[src/rtl/instr_mem_loader_pkg.sv]
// Shared definitions for the instruction memory loader.
//   state_e        : loader FSM states (idle, accept a word, write its bytes, done pulse)
//   BYTES_PER_WORD : bytes written per accepted instruction word
//   WORD_W         : instruction word width
//   MAX_WORDS      : largest load length; longer requests are clamped to this
package instr_mem_loader_pkg;

  localparam int unsigned BYTES_PER_WORD = 4;
  localparam int unsigned WORD_W         = 32;
  localparam int unsigned MAX_WORDS      = 64;
  localparam int unsigned COUNT_W        = 7;   // holds 0..MAX_WORDS
  localparam int unsigned IDX_W          = 2;   // byte index within a word

  typedef enum logic [1:0] {
    StIdle,
    StAccept,
    StWrite,
    StDone
  } state_e;

  // Requests beyond MAX_WORDS are treated as exactly MAX_WORDS.
  function automatic logic [COUNT_W-1:0] clamp_count(input logic [COUNT_W-1:0] wc);
    logic [COUNT_W-1:0] max_wc;
    max_wc = COUNT_W'(MAX_WORDS);
    return (wc > max_wc) ? max_wc : wc;
  endfunction

  // Big-endian byte select: index 0 is the most significant byte.
  function automatic logic [7:0] word_byte(input logic [WORD_W-1:0] w,
                                           input logic [IDX_W-1:0]  idx);
    logic [7:0] b;
    b = '0;
    unique case (idx)
      2'd0: b = w[31:24];
      2'd1: b = w[23:16];
      2'd2: b = w[15:8];
      2'd3: b = w[7:0];
    endcase
    return b;
  endfunction

endpackage

[src/rtl/instr_mem_loader.sv]
// Instruction memory loader: accepts 32-bit instruction words over a valid/ready
// stream and writes each one into a byte-wide memory port as four big-endian
// bytes at consecutive (wrapping) addresses.
//
// Ports:
//   clock       rising-edge clock
//   reset_n     asynchronous active-low reset
//   start       one-cycle load request, honoured only when idle
//   base_addr   byte address of the first byte written (latched on start)
//   word_count  number of words to load, clamped to 64 (latched on start)
//   in_valid    in_data carries a valid word
//   in_data     instruction word
//   in_ready    loader will take in_data this cycle
//   mem_we      byte write enable
//   mem_addr    byte write address
//   mem_wdata   byte write data
//   busy        loader is not idle
//   done        one-cycle pulse at the end of a load
//
// Every output is a flop whose next value is decoded from the next-state
// signals, so there is no combinational input-to-output path.
module instr_mem_loader
  import instr_mem_loader_pkg::*;
#(
  parameter int unsigned ADDR_W = 8
) (
  input  logic               clock,
  input  logic               reset_n,
  input  logic               start,
  input  logic [ADDR_W-1:0]  base_addr,
  input  logic [COUNT_W-1:0] word_count,
  input  logic               in_valid,
  input  logic [WORD_W-1:0]  in_data,
  output logic               in_ready,
  output logic               mem_we,
  output logic [ADDR_W-1:0]  mem_addr,
  output logic [7:0]         mem_wdata,
  output logic               busy,
  output logic               done
);

  localparam logic [IDX_W-1:0] LastIdx = IDX_W'(BYTES_PER_WORD - 1);

  state_e              state_q, state_d;
  logic [ADDR_W-1:0]   addr_q, addr_d;
  logic [COUNT_W-1:0]  remain_q, remain_d;
  logic [WORD_W-1:0]   data_q, data_d;
  logic [IDX_W-1:0]    idx_q, idx_d;

  logic                in_ready_q, in_ready_d;
  logic                mem_we_q, mem_we_d;
  logic [ADDR_W-1:0]   mem_addr_q, mem_addr_d;
  logic [7:0]          mem_wdata_q, mem_wdata_d;
  logic                busy_q, busy_d;
  logic                done_q, done_d;

  always_comb begin
    state_d  = state_q;
    addr_d   = addr_q;
    remain_d = remain_q;
    data_d   = data_q;
    idx_d    = idx_q;

    unique case (state_q)
      StIdle: begin
        if (start) begin
          if (word_count == '0) begin
            state_d = StDone;
          end else begin
            addr_d   = base_addr;
            remain_d = clamp_count(word_count);
            state_d  = StAccept;
          end
        end
      end
      StAccept: begin
        if (in_valid && in_ready_q) begin
          data_d  = in_data;
          idx_d   = '0;
          state_d = StWrite;
        end
      end
      StWrite: begin
        // Address advances after every byte and wraps naturally at 2^ADDR_W.
        addr_d = addr_q + 1'b1;
        idx_d  = idx_q + 1'b1;
        if (idx_q == LastIdx) begin
          remain_d = remain_q - 1'b1;
          state_d  = (remain_q == COUNT_W'(1)) ? StDone : StAccept;
        end
      end
      StDone: begin
        state_d = StIdle;
      end
      default: begin
        state_d = StIdle;
      end
    endcase

    // Outputs for the coming cycle, decoded from the next state.
    in_ready_d  = (state_d == StAccept);
    busy_d      = (state_d != StIdle);
    done_d      = (state_d == StDone);
    mem_we_d    = (state_d == StWrite);
    mem_addr_d  = mem_we_d ? addr_d : '0;
    mem_wdata_d = mem_we_d ? word_byte(data_d, idx_d) : '0;
  end

  always_ff @(posedge clock or negedge reset_n) begin
    if (!reset_n) begin
      state_q     <= StIdle;
      addr_q      <= '0;
      remain_q    <= '0;
      data_q      <= '0;
      idx_q       <= '0;
      in_ready_q  <= 1'b0;
      mem_we_q    <= 1'b0;
      mem_addr_q  <= '0;
      mem_wdata_q <= '0;
      busy_q      <= 1'b0;
      done_q      <= 1'b0;
    end else begin
      state_q     <= state_d;
      addr_q      <= addr_d;
      remain_q    <= remain_d;
      data_q      <= data_d;
      idx_q       <= idx_d;
      in_ready_q  <= in_ready_d;
      mem_we_q    <= mem_we_d;
      mem_addr_q  <= mem_addr_d;
      mem_wdata_q <= mem_wdata_d;
      busy_q      <= busy_d;
      done_q      <= done_d;
    end
  end

  assign in_ready  = in_ready_q;
  assign mem_we    = mem_we_q;
  assign mem_addr  = mem_addr_q;
  assign mem_wdata = mem_wdata_q;
  assign busy      = busy_q;
  assign done      = done_q;

endmodule

[config.mk]
export PLATFORM = sky130hd
export DESIGN_NAME = instr_mem_loader
export DESIGN_NICKNAME = d
export VERILOG_FILES = /design/src/rtl/instr_mem_loader_pkg.sv /design/src/rtl/instr_mem_loader.sv
export SDC_FILE = /design/constraint.sdc
export NUM_CORES = 1
export LEC_CHECK = 0
export CORE_ASPECT_RATIO = 0.8
export CORE_MARGIN = 4
export CORE_UTILIZATION = 56
export DETAILED_ROUTE_END_ITERATION = 16
export GPL_ROUTABILITY_DRIVEN = 0
export PLACE_DENSITY = 0.88
export SLEW_MARGIN = 20
export SYNTH_ARGS = -nofsm -noshare
export SYNTH_HDL_FRONTEND = slang
export SYNTH_SLANG_ARGS = --single-unit
[constraint.sdc]
create_clock -name clock -period 2.95 [get_ports clock]
set_input_delay 0.59 -clock clock [delete_from_list [all_inputs] [get_ports clock]]
set_output_delay 0.59 -clock clock [all_outputs]
set_load 0.03 [all_outputs]
==> flow_summary_export.csv, run 1 <==
group,metric,value,unit
grt,grt_pass1_wl,12500,um
layout,fillCellCount,439,
critical_path,critPathMaxStageDelay,570,ps
place,pre_cts_ws,274,ps
critical_path,start_kind,"primary input",
grt,grt_max_degree,72,
sta,max_freq,431,MHz
critical_path,cp-end-kind,"register",
clock_tree,cts_tree,"yes",
sta,report.final.slew_viol_count,0,
layout,multi_input_area,1660,um2
sta,skew,9.53,ps
sta,setup_tns,0,ps
clock_tree,postCtsHoldBufs,0,
layout,fin_util,75.0,%
layout,drive_above_1_share,20.1,%
yosys,synth_cells,300,
clock_tree,clk_latency,350,ps
drt,routed_wl,7480,um
hold_path,hp-class,"primary input to asynchronous set/reset pin",
yosys,post_synth_num_cell_types,51,
die,dieHeight,79.2,um
drt,firstDrtPassIters,4,
layout,most-common-layout-cells,"dfrtp_1 (71), clkdlybuf4s50_1 (69), mux2_2 (37), mux2i_1 (19), nor2_1 (17)",
yosys,ys_seq_elements,71,
sta,finalHoldViolCount,0,
grt,track_usage,20.4,%
sta,setup_viol,0,
drt,ant_nets,0,
grt,grt-ovfl-total,0,
drt,vias,2535,
yosys,yosys_warnings,0,
clock_tree,cts.path.max_buffers,2,
layout,layout.nets,433,
die,die_w,97.0,um
drt,via_per_inst,5.51,
critical_path,crit_path_top_delay_cell,"or4_4",
pwr,p_leak,0.00200,uW
layout,n_antenna_cell,0,
sta,tightest_slew,869,ps
critical_path,path_buf_inv,1,
place,numPortBuffers,70,
die,coreArea,6040,um2
yosys,synth_fp_nets,359,
clock_tree,htree_levels,3,
yosys,syn-cell-area,3550,um2
clock_tree,clk_pin_slew,80,ps
die,rows,25,
critical_path,cp_cell_sequence,"clkdlybuf4s50_1 -> or4_4 -> o211a_1 -> a221o_1 -> nor2b_1",
sta,final.period_utilization,78.7,%
yosys,async_flop_share,100,%
clock_tree,cts_setup_buffers,0,
die,start_util,58.8,%
clock_tree,numCtsBuffers,9,
yosys,synth-main-ff-cell,"dfrtp_1",
grt,antenna_found_initial,0,
flow_run,drv_cap,0,
clock_tree,cts_sinks,71,
place,place_hpwl,5420,um
drt,detail_route.wl_per_cell,16.3,um
layout,final_common_cell,"dfrtp_1",
sta,period_needed,2320,ps
yosys,synth_edf_count,0,
clock_tree,cts_resized,0,
run_status,status,"completed",
drt,drt_iter0_markers,114,
pwr,vdd_ir_drop_max,0.557,mV
critical_path,arrival,2530,ps
sta,grt_setup_unrepaired,"no",
clock_tree,cts_root_buf,"clkbuf_8",
die,die_area,7690,um2
layout,regArea,1780,um2
grt,grt_pass1_vias,2594,
sta,slew_headroom,42.1,%
yosys,syn_avg_cell_area,11.8,um2
critical_path,crit_type,"primary input to register",
pwr,power_density,1040,nW/um2
critical_path,required,3150,ps
yosys,ys_seq_area_share,50.0,%
critical_path,cp_max_fo,9,
die,num_io_pins,71,
sta,fin_ws,628,ps
drt,drc,0,
layout,synthToLayoutAreaGrowth,27.4,%
critical_path,crit_family,"compound AO/OA/AOI/OAI gates",
[worst reg2reg max path: stages, from the launching register on]
cell	delay (ps)
dfrtp_1	440
inv_1	110
ha_1	480
nor2_1	190
or4_1	530
a21oi_1	170
a211o_1	140
nor2b_1	120
[cell families (layout without fill, tap and decap cells)]
family / count (synthesis) / count (layout) / synth area share [%]
buffers and inverters: 26 / 105 / 3.38
flip-flops: 71 / 71 / 50.0
AND/OR/NAND/NOR: 78 / 78 / 11.4
adder cells (fa/ha/maj): 8 / 8 / 2.82
multiplexers: 61 / 61 / 20.3
XOR/XNOR: 1 / 1 / 0.247
AO/OA/AOI/OAI: 55 / 55 / 11.9
[metrics by stage]
stage / total power, uW / cells / hold WS [ps] / area (um2)
2_1_floorplan: 3340 / 300 / 294 / 3550
3_3_place_gp: 3870 / 444 / 475 / 4340
3_5_place_dp: 3990 / 444 / 479 / 4340
4_1_cts: 4710 / 460 / 469 / 4530
5_1_grt: 5030 / 460 / 508 / 4530
6_report: 4690 / 460 / 425 / 4530
[area by class of cell]
| type | instances | area share (%) |
|---|---|---|
| Clock buffer | 10 | 3.04 |
| Inverter | 13 | 1.08 |
| Sequential cell | 71 | 39.3 |
| Multi-Input combinational cell | 203 | 36.8 |
| Tap cell | 81 | 2.24 |
| Timing Repair Buffer | 76 | 16.6 |
| Clock inverter | 6 | 0.968 |
[final timing paths]
| path | start | to | slack (ps) | cells past startpoint |
|---|---|---|---|---|
| min reg2reg | data_q[31] | data_q[31] | 490 | 1 |
| max reg2reg | state_q[1] | mem_addr[5] | 690 | 7 |
| min | reset_n | remain_q[1] | 420 | 2 |
| max | word_count[3] | mem_addr[0] | 630 | 5 |
| max in group asynchronous | reset_n | data_q[0] | 1950 | 2 |
| min in group clock | data_q[31] | data_q[31] | 490 | 1 |
[power breakdown]
part           switching, uW  internal [uW]
clock network            372            330
logic                   1240           1110
registers                238           1390
[per-layer routing]
metal | global-route usage (%) | vias to the layer above | wire (um)
met5 | 0 | - | 0
met4 | 5.89 | 0 | 113
met3 | 6.50 | 10 | 390
met2 | 32.3 | 64 | 3520
met1 | 27.3 | 1230 | 3460
li1 | - | 1231 | -
[synthesized netlist by cell type, drive strengths merged (6+ instances only)]
cell	number	area, um2
o21ai	6	41.3
nor2b	11	68.8
inv	13	48.8
ha	8	100
buf	7	48.8
clkbuf	6	22.5
a21oi	16	83.8
dfrtp	71	1780
and2	6	37.5
mux2i	19	190
nand2	12	45.0
nand3	7	35.0
nor3	10	50.1
mux2	37	417
nor2	17	63.8
[state kept, by name, summed over array words and instances (netlist names)]
register,count
data_q,32
addr_q,8
mem_addr,8
mem_wdata,8
remain_q,7
idx_q,2
state_q,2
busy,1
done,1
in_ready,1
mem_we,1
Power figures use the tool's default switching activity.
==> run 2: changes to the inputs <==
- CORE_UTILIZATION: 56 -> 52
- PLACE_DENSITY: 0.88 -> 0.82
- clock period: 2.95 -> 2.3 ns (I/O delays scaled with it)
==> run 2 against run 1 <==
Effect of this change: worst setup slack lost 490 ps; worst hold slack got worse by 300 ps; die area rose by 7.0%; power increased by 42%; flip-flop and latch count unchanged; cell count up 3.3%; clock skew hardly changed; clock power grew 86%; core utilization decreased by 2.2 points; first-iteration DRC count fell by 29%; non-clock buffer count rose by 12; via count is 3.5% higher; critical endpoint is now mem_addr[5]; largest power group unchanged; highest routed layer unchanged.
==> flow_summary_export.csv, run 2 (same netlist as run 1, synthesis figures left out) <==
group,metric,value,unit
drt,firstDrtPassIters,4,
place,pre_cts_ws,-216,ps
clock_tree,clk_latency,350,ps
sta,period_needed,2160,ps
grt,antenna_found_initial,0,
sta,setup_viol,0,
sta,finalHoldViolCount,0,
critical_path,cp_max_fo,10,
grt,met3_usage,5.60,%
grt,grt_pass1_vias,2621,
critical_path,arrival,2450,ps
clock_tree,cts_root_buf,"clkbuf_8",
die,die_area,8230,um2
sta,fin_ws,137,ps
drt,detail_route.wl_per_cell,16.8,um
layout,largest_reg_flops,32,
layout,largest_register,"data_q",
hold_path,hp-class,"primary input to asynchronous set/reset pin",
layout,finalInstanceArea,4730,um2
drt,drc,0,
critical_path,cp-end-kind,"register",
clock_tree,htree_levels,3,
place,dpl_cell_area,4460,um2
clock_tree,cts.path.max_buffers,2,
clock_tree,cts_tree,"yes",
sta,grt_setup_unrepaired,"no",
place,numPortBuffers,70,
pwr,p_leak,0.00211,uW
clock_tree,cts_setup_buffers,0,
die,coreArea,6510,um2
pwr,vdd_ir_drop_max,0.670,mV
die,rows,26,
sta,slew_headroom,62.4,%
grt,grt_pass1_wl,12700,um
pwr,power.total,6670,uW
clock_tree,clk_pin_slew,80,ps
grt,met2_usage,33.0,%
sta,skew,9.57,ps
drt,ant_nets,0,
place,place_hpwl,5640,um
grt,grt_util_met1,27.4,%
clock_tree,cts_sinks,71,
run_status,status,"completed",
critical_path,crit_path_top_delay_cell,"or4_1",
die,start_util,54.6,%
layout,n_antenna_cell,0,
die,dieHeight,81.9,um
critical_path,crit_family,"simple AND/OR/NAND/NOR gates",
critical_path,crit_type,"register to register",
critical_path,path_buf_inv,1,
sta,worst_hold_slack,126,ps
pwr,power_density,1410,nW/um2
layout,drive_above_1_share,22.8,%
grt,track_usage,20.4,%
critical_path,start_kind,"register",
grt,grt_max_degree,72,
sta,report.final.slew_viol_count,0,
sta,final.period_utilization,94.0,%
clock_tree,postCtsHoldBufs,0,
critical_path,critPathMaxStageDelay,520,ps
flow_run,drv_cap,0,
drt,vias,2624,
sta,max_freq,462,MHz
critical_path,required,2590,ps
layout,synthToLayoutAreaGrowth,33.3,%
clock_tree,numCtsBuffers,9,
critical_path,cp_cell_sequence,"inv_1 -> ha_1 -> nor2_1 -> or4_1 -> a21oi_1 -> a211o_1 -> nor2b_1",
drt,routed_wl,7970,um
die,die_w,100,um
sta,tightest_slew,563,ps
drt,drt_iter0_markers,81,
die,num_io_pins,71,
sta,setup_tns,0,ps
grt,grt-ovfl-total,0,
drt,via_per_inst,5.52,
grt,busiest_layer,"met2",
layout,layout.nets,445,
layout,most-common-layout-cells,"dfrtp_1 (71), clkdlybuf4s50_1 (69), mux2_2 (37), mux2i_1 (19), nor2_1 (17)",
layout,final_common_cell,"dfrtp_1",
run 2: worst paths after layout:
path | slack [ps] | endpoint | startpoint | cells past startpoint
worst min register to register | 500 | data_q[27] | data_q[27] | 1
worst min-delay path | 130 | remain_q[3] | reset_n | 2
worst max register to register | 140 | mem_addr[5] | state_q[1] | 7
worst max-delay path | 140 | mem_addr[5] | state_q[1] | 7
min in group clock | 500 | data_q[27] | data_q[27] | 1
max in group asynchronous | 1880 | addr_q[5] | reset_n | 2
run 2: power breakdown:
part | switching, uW | leakage [uW] | internal, uW
Combinational | 1660 | 0.00107 | 1600
Sequential | 319 | 0.000900 | 1780
Clock | 475 | 0.000134 | 833
Total | 2450 | 0.00211 | 4210
run 2: stage by stage:
step | cells | util (%)
2_1_floorplan | 300 | -
3_3_place_gp | 459 | 68.6
3_5_place_dp | 459 | 68.6
4_1_cts | 475 | 72.7
5_1_grt | 475 | 72.8
6_report | 475 | 72.8
run 2: layout make-up:
cell class	count	area, um2
Multi-Input combinational cell	203	1670
Clock inverter	7	143
Sequential cell	71	1780
Timing Repair Buffer	88	868
Inverter	13	48.8
Tap cell	84	105
Fill cell	466	1770
Clock buffer	9	124
run 2: worst register-to-register path, stage by stage (launching register included):
cell and delay (ps):
dfrtp_1 460, inv_1 130, ha_1 400, nor2_1 190, or4_1 520, a21oi_1 160, a211o_1 130, nor2b_1 120
run 2: routing by layer:
| layer | vias to the layer above | part of all wire [%] |
|---|---|---|
| met3 | 8 | 5.2 |
| met2 | 69 | 49 |
| met4 | 0 | 1.1 |
| li1 | 1257 | - |
| met5 | - | 0 |
| met1 | 1290 | 45 |
run 2: what timing repair did:
action,CTS,global route
resized for setup,0,1
endpoints found under the setup margin,0,7
endpoints found under the hold margin,0,0
